===== src/rtl/snoop_bus_arbiter.sv =====
`default_nettype none
// +----------------------------------------------------------------------------+
// | snoop_bus_arbiter                                                          |
// | Round-robin initiator of the coherency snoop bus; optional statistics      |
// | counters are enabled with the SNOOP_BUS_STATS_EN macro.                    |
// | Revision: 1.0                                                              |
// +----------------------------------------------------------------------------+

// Snoop-bus prefix layout, matching what the snooping sets expect from set.vh.
package snoop_bus_pkg;
    typedef enum logic [2:0] {
        E_NOTHING = 3'd0,
        E_PR_RD   = 3'd1,
        E_PR_WR   = 3'd2,
        E_BUS_RD  = 3'd3,
        E_BUS_WR  = 3'd4
    } bus_event_t;

    typedef struct packed {
        bus_event_t ev;
    } bus_prefix_t;
endpackage

module snoop_bus_arbiter
    import snoop_bus_pkg::*;
#(
    parameter int ADDR_WIDTH  = 8,
    parameter int N           = 2,
    parameter int HOLD_CYCLES = 1
) (
    input  logic                                   clock,
    input  logic                                   reset_n,
    input  logic                                   enable,
    input  logic [N-1:0]                           req,
    input  logic [N-1:0]                           req_wr,
    input  logic [N*ADDR_WIDTH-1:0]                req_addr,
    output logic [N-1:0]                           grant,
    output logic [N-1:0]                           done,
    output logic                                   busy,
`ifdef SNOOP_BUS_STATS_EN
    output logic [31:0]                            bus_txn_count,
    output logic [31:0]                            bus_wr_count,
`endif
    output logic [$bits(bus_prefix_t)+ADDR_WIDTH-1:0] bus
);

    localparam int PTR_W = (N > 1) ? $clog2(N) : 1;
    localparam int CNT_W = $clog2(HOLD_CYCLES + 1);
    localparam int BUS_W = $bits(bus_prefix_t) + ADDR_WIDTH;
    localparam logic [BUS_W-1:0] BUS_IDLE = {E_NOTHING, {ADDR_WIDTH{1'b0}}};

    localparam logic [0:0] S_IDLE  = 1'b0;
    localparam logic [0:0] S_DRIVE = 1'b1;

    logic [0:0]            state;
    logic [PTR_W-1:0]      rr_ptr;
    logic [PTR_W-1:0]      owner;
    logic [CNT_W-1:0]      hold_cnt;

    logic [PTR_W:0]        cand;
    logic [PTR_W-1:0]      pick;
    logic [N-1:0]          pick_oh;
    bus_prefix_t           pick_pfx;
    logic [ADDR_WIDTH-1:0] pick_addr;
    logic [PTR_W:0]        next_ptr;
    logic                  last_hold;

    // Scanning from the highest offset down leaves the first hit after rr_ptr.
    always_comb begin
        pick = '0;
        cand = '0;
        for (int k = N - 1; k >= 0; k--) begin
            cand = {1'b0, rr_ptr} + (PTR_W+1)'(k);
            if (cand >= (PTR_W+1)'(N)) begin
                cand = cand - (PTR_W+1)'(N);
            end
            if (req[cand[PTR_W-1:0]]) begin
                pick = cand[PTR_W-1:0];
            end
        end
    end

    always_comb begin
        pick_oh = '0;
        for (int i = 0; i < N; i++) begin
            pick_oh[i] = (pick == PTR_W'(i));
        end
    end

    always_comb begin
        pick_pfx.ev = req_wr[pick] ? E_BUS_WR : E_BUS_RD;
        pick_addr   = req_addr[int'(pick)*ADDR_WIDTH +: ADDR_WIDTH];
        next_ptr    = {1'b0, owner} + (PTR_W+1)'(1);
        if (next_ptr == (PTR_W+1)'(N)) begin
            next_ptr = '0;
        end
        last_hold = (hold_cnt == CNT_W'(HOLD_CYCLES));
    end

    always_ff @(posedge clock or negedge reset_n) begin
        if (!reset_n) begin
            state    <= S_IDLE;
            rr_ptr   <= '0;
            owner    <= '0;
            hold_cnt <= '0;
            grant    <= '0;
            done     <= '0;
            busy     <= 1'b0;
            bus      <= BUS_IDLE;
        end else begin
            case (state)
                S_IDLE: begin
                    if (enable && (|req)) begin
                        state    <= S_DRIVE;
                        owner    <= pick;
                        hold_cnt <= CNT_W'(1);
                        grant    <= pick_oh;
                        busy     <= 1'b1;
                        done     <= (HOLD_CYCLES == 1) ? pick_oh : '0;
                        bus      <= {pick_pfx, pick_addr};
                    end
                end
                default: begin
                    if (last_hold) begin
                        state    <= S_IDLE;
                        hold_cnt <= '0;
                        grant    <= '0;
                        done     <= '0;
                        busy     <= 1'b0;
                        bus      <= BUS_IDLE;
                        rr_ptr   <= next_ptr[PTR_W-1:0];
                    end else begin
                        hold_cnt <= hold_cnt + CNT_W'(1);
                        // done is registered, so raise it one edge ahead of the last hold cycle
                        done     <= (hold_cnt == CNT_W'(HOLD_CYCLES - 1)) ? grant : '0;
                    end
                end
            endcase
        end
    end

`ifdef SNOOP_BUS_STATS_EN
    bus_prefix_t cur_pfx;
    assign cur_pfx = bus[BUS_W-1:ADDR_WIDTH];

    always_ff @(posedge clock or negedge reset_n) begin
        if (!reset_n) begin
            bus_txn_count <= '0;
            bus_wr_count  <= '0;
        end else if (state == S_DRIVE && last_hold) begin
            bus_txn_count <= bus_txn_count + 32'd1;
            if (cur_pfx.ev == E_BUS_WR) begin
                bus_wr_count <= bus_wr_count + 32'd1;
            end
        end
    end
`endif

endmodule

`default_nettype wire


===== config.mk =====
export PLATFORM = sky130hd
export DESIGN_NAME = snoop_bus_arbiter
export DESIGN_NICKNAME = d
export VERILOG_FILES = /design/src/rtl/snoop_bus_arbiter.sv
export SDC_FILE = /design/constraint.sdc
export NUM_CORES = 1
export LEC_CHECK = 0
export ABC_AREA = 0
export CELL_PAD_IN_SITES_DETAIL_PLACEMENT = 1
export CELL_PAD_IN_SITES_GLOBAL_PLACEMENT = 2
export CORE_MARGIN = 2
export CORE_UTILIZATION = 23
export CTS_CLUSTER_DIAMETER = 80
export CTS_CLUSTER_SIZE = 25
export DETAILED_ROUTE_END_ITERATION = 7
export HOLD_SLACK_MARGIN = 0.06
export MAX_ROUTING_LAYER = met4
export PLACE_DENSITY_LB_ADDON = 0.2
export REMOVE_ABC_BUFFERS = 1
export SLEW_MARGIN = 20
export SYNTH_ARGS = -nofsm -noshare
export SYNTH_HDL_FRONTEND = slang
export SYNTH_SLANG_ARGS = --single-unit

===== constraint.sdc =====
create_clock -name clock -period 1.4 [get_ports clock]
set_clock_uncertainty 0.05 [all_clocks]
set_input_delay 0.21 -clock clock [delete_from_list [all_inputs] [get_ports clock]]
set_output_delay 0.21 -clock clock [all_outputs]
set_load 0.1 [all_outputs]

Yosys cells after proc, flatten, opt, wreduce, memory -nomap -nowiden. Cells that the tools add are included.

Bits in registers: 18. Bits of input ports: 23. Memory bits (read-only): 0. Bits in writable memories: 0. Latch bits: 0. Output and inout port bits: 16. Memories: 0.

Reductions and logical operators: 6. Divide/modulo/power cells: 0. Multiplexer cells: 26. Eq/ne operators: 2. Multipliers: 0. Shift-type cells: 1. Bitwise logic cells: 2. Add/subtract/negate cells: 5. Order comparisons: 5.

Operator list (number): two-way mux 11 bit (3); two-way mux 1 bit (19); indexed part select 16 x 5 -> 8 bit (1); < comparator 1 x 2 -> 1 bit, second input constant (3); two-way mux 2 bit (3); AND reduction 2 bit (3); adder 1 x 1 -> 2 bit, second input constant (2); two-way mux 3 bit (1); == test 2 bit, second input constant (1); greater-or-equal comparator 1 x 2 -> 1 bit, second input constant (1); greater-or-equal comparator 2 bit, second input constant (1); inequality test 2 x 1 -> 1 bit, second input constant (1); NOT 1 bit (2); nonzero test 2 bit (1); OR reduction 2 bit (1); subtractor 1 bit, second input constant (2); adder 1 bit, second input constant (1); logical AND 1 bit (1).

Depth between registers and ports, before layout.
Depth in word-level cells: 12. Gate-level depth with buffers: 4.

Least setup slack after synthesis. Ideal clock, no wire load.

Path type: register to output. From: reg done[1] (netlist name). To: out grant[1]. Arrival: 1.351 ns. Buffers on the path: 1. Data required time: 1.140 ns. Path slack: -0.211 ns. Cell stages (with the launch flop): 2. Path through: dfrtp_1 -> buf_4.

RTL lines: to (decl) (RTL line 37) `output logic [N-1:0] grant,`.

Final worst setup path.
From: in enable. To: reg owner.

Longest elaborated chain between the ends: 2.

RTL lines: from (decl) (RTL line 33) `input logic enable,`; logical AND 1 bit (RTL line 113) `if (enable && (|req)) begin`; AND reduction 2 bit (no source line); to (signal assigned) (RTL line 115) `owner <= pick;`; to (decl) (RTL line 57) `logic [PTR_W-1:0] owner;`.

Every way passes these cells. A chain may end at the register's enable or synchronous reset.

==> reports/results.ini <==
[clock_network]
cts-root-buf=clkbuf_8
clock-sinks=17
cts_made_buffers=3
clk_pin_slew_ns=0.07
cts.htree.levels=1
cts_tree=done
holdBufCountCts=0
clkLatencyLatePin_ns=0.25
cts_max_path_buffers=2

[sta]
finalCriticalPeriod_ns=1.31
maxSlewViolCount=0
max_freq_ghz=0.765
finalHoldViolCount=0
slew-limit-headroom=0.685
grt_setup_unrepaired=false
fin_crit_sh=0.933
finalSetupViolCount=0
worstMarginPinSlew_ns=0.471

[die]
boundaryPins=39
fp-row-count=22
die_h_um=65.2
start_util=0.237
dieArea_mm2=0.00425
die_x_um=65.2
coreArea_mm2=0.00363

[critical_path]
r2r_cells=3
arrival_ns=1.40
end_kind=flop
r2r_start=state
critPathLaunch=enable
crit_required_ns=1.49
path_class=in2reg
start_kind=input port
cp-endpoint=owner
rrSetupSlack_ns=0.11
worstPathMaxFanout=10
r2r-end=bus[10]

[global_route]
grt_pass1_vias=943
grt_max_degree=18
grt_usage=0.148
globalRouteOverflowTotal=0
antenna_found_initial=0
grt_first_pass_wirelength_mm=4.66

[synth]
syn_avg_cell_area_um2=9.67
yosys_warnings=0
seq_area_frac_synth=0.494
ys.flop_type=dfrtp_1
synth_cell_types=27
async_flop_share=1.00
ys_ff_latch=17
synth_edf_count=0
syn_inst=89
synth_area_um2=861

[route]
wl_per_cell_um=15.2
wl_mm=2.77
num_vias=864
drt_iter0_drc=30
drc=0
drt-vias-per-instance=4.75
drtPass1Iterations=4
ant_nets=0

[worst_hold_path]
worstHoldPathType=in2async

[finish]
synthToLayoutAreaGrowth_pct=80.1
utilization=0.427
nNetsFinal=158
drive_above_1_share=0.261
antenna-diode-count=0

[placement]
hpwl_mm=2.15
gp_congestion=0.694
io_buffer_count=38

[status]
status=finished, final reports clean

[run]
drv_cap=0

==> critical path, stage by stage <==
cell and delay, ns:
clkdlybuf4s50_1 0.55, nor2b_1 0.15, buf_4 0.19, nand2_2 0.07, a22o_1 0.23
==> per-stage QoR <==
step | instance area [um^2] | instances | hold slack, ns | TNS [ns] | worst slack, ns
floorplan | 807 | 80 | -0.136 | -3.96 | -0.668
global placement | 1500 | 178 | 0.403 | -3.09 | -0.268
detailed placement | 1500 | 178 | 0.419 | -3.46 | -0.266
CTS | 1540 | 182 | 0.252 | -0.00365 | -0.00303
global route | 1550 | 182 | 0.256 | 0 | 0.00336
finish | 1550 | 182 | 0.237 | 0 | 0.0933
==> placed cells by master (no fill, tap or decap), drive strengths merged, types with 3 or more instances in the layout <==
master and instances:
a22oi 8, a31oi 8, buf 28, clkbuf 4
clkdlybuf4s50 20, dfrtp 17, inv 3, nand2 5
nand3 9, nor2 3, o21ai 12
==> cell families (layout without fill, tap and decap cells) <==
family,Yosys count,after routing,synth area share
compound gates,37,37,0.283
simple gates,22,22,0.137
buf+inv,12,57,0.0756
xor+xnor,1,1,0.0102
flops,17,17,0.494
==> state kept, by name, summed over array words and instances, names as in the netlist <==
signal,cells
bus,10
busy,1
done,2
owner,1
state,1
rr_ptr,1
hold_cnt,1
==> layout make-up <==
class / count / area [um^2]
multi-input combinational: 60 / 373
timing repair buffer: 50 / 636
inverter: 3 / 11.3
tap: 48 / 60.1
fill: 429 / 2080
clock buffer: 4 / 45.0
sequential: 17 / 425
==> what timing repair did <==
item / CTS / global route
gates resized for setup: 0 / 3
buffers inserted: 0 / 0
endpoints found under the setup margin: 2 / 13
pin swaps: 0 / 1
==> worst min-delay path by stage <==
| stage | end | startpoint | slack, ns |
|---|---|---|---|
| after CTS | bus[0] | reset_n | 0.25 |
| after detailed placement | rr_ptr | owner | 0.42 |
| after global placement | rr_ptr | owner | 0.40 |
| final | bus[0] | reset_n | 0.24 |
| after global routing | busy | reset_n | 0.26 |
| after floorplan | bus[0] | reset_n | -0.14 |
==> per-layer routing <==
metal,GRT usage,vias up,wire length [um]
met4,0.0573,0,21
met5,-,-,0
li1,-,416,-
met2,0.245,15,1440
met3,0.0240,2,83
met1,0.183,431,1220
==> synthesized netlist by cell type (2+ instances only) <==
library cell / number / share of area
a21oi_1: 2 / 0.012
buf_4: 4 / 0.035
nand3_1: 9 / 0.052
dfrtp_1: 17 / 0.49
a22oi_1: 8 / 0.070
inv_1: 3 / 0.013
nand2_1: 4 / 0.017
o21ai_0: 9 / 0.052
o21ai_1: 3 / 0.017
buf_2: 4 / 0.023
a31oi_1: 8 / 0.058
nor2_1: 3 / 0.013
Power is left out: the tool's default activity adds up to more than one toggle a clock period on the data nets, which glitch-free logic cannot reach.
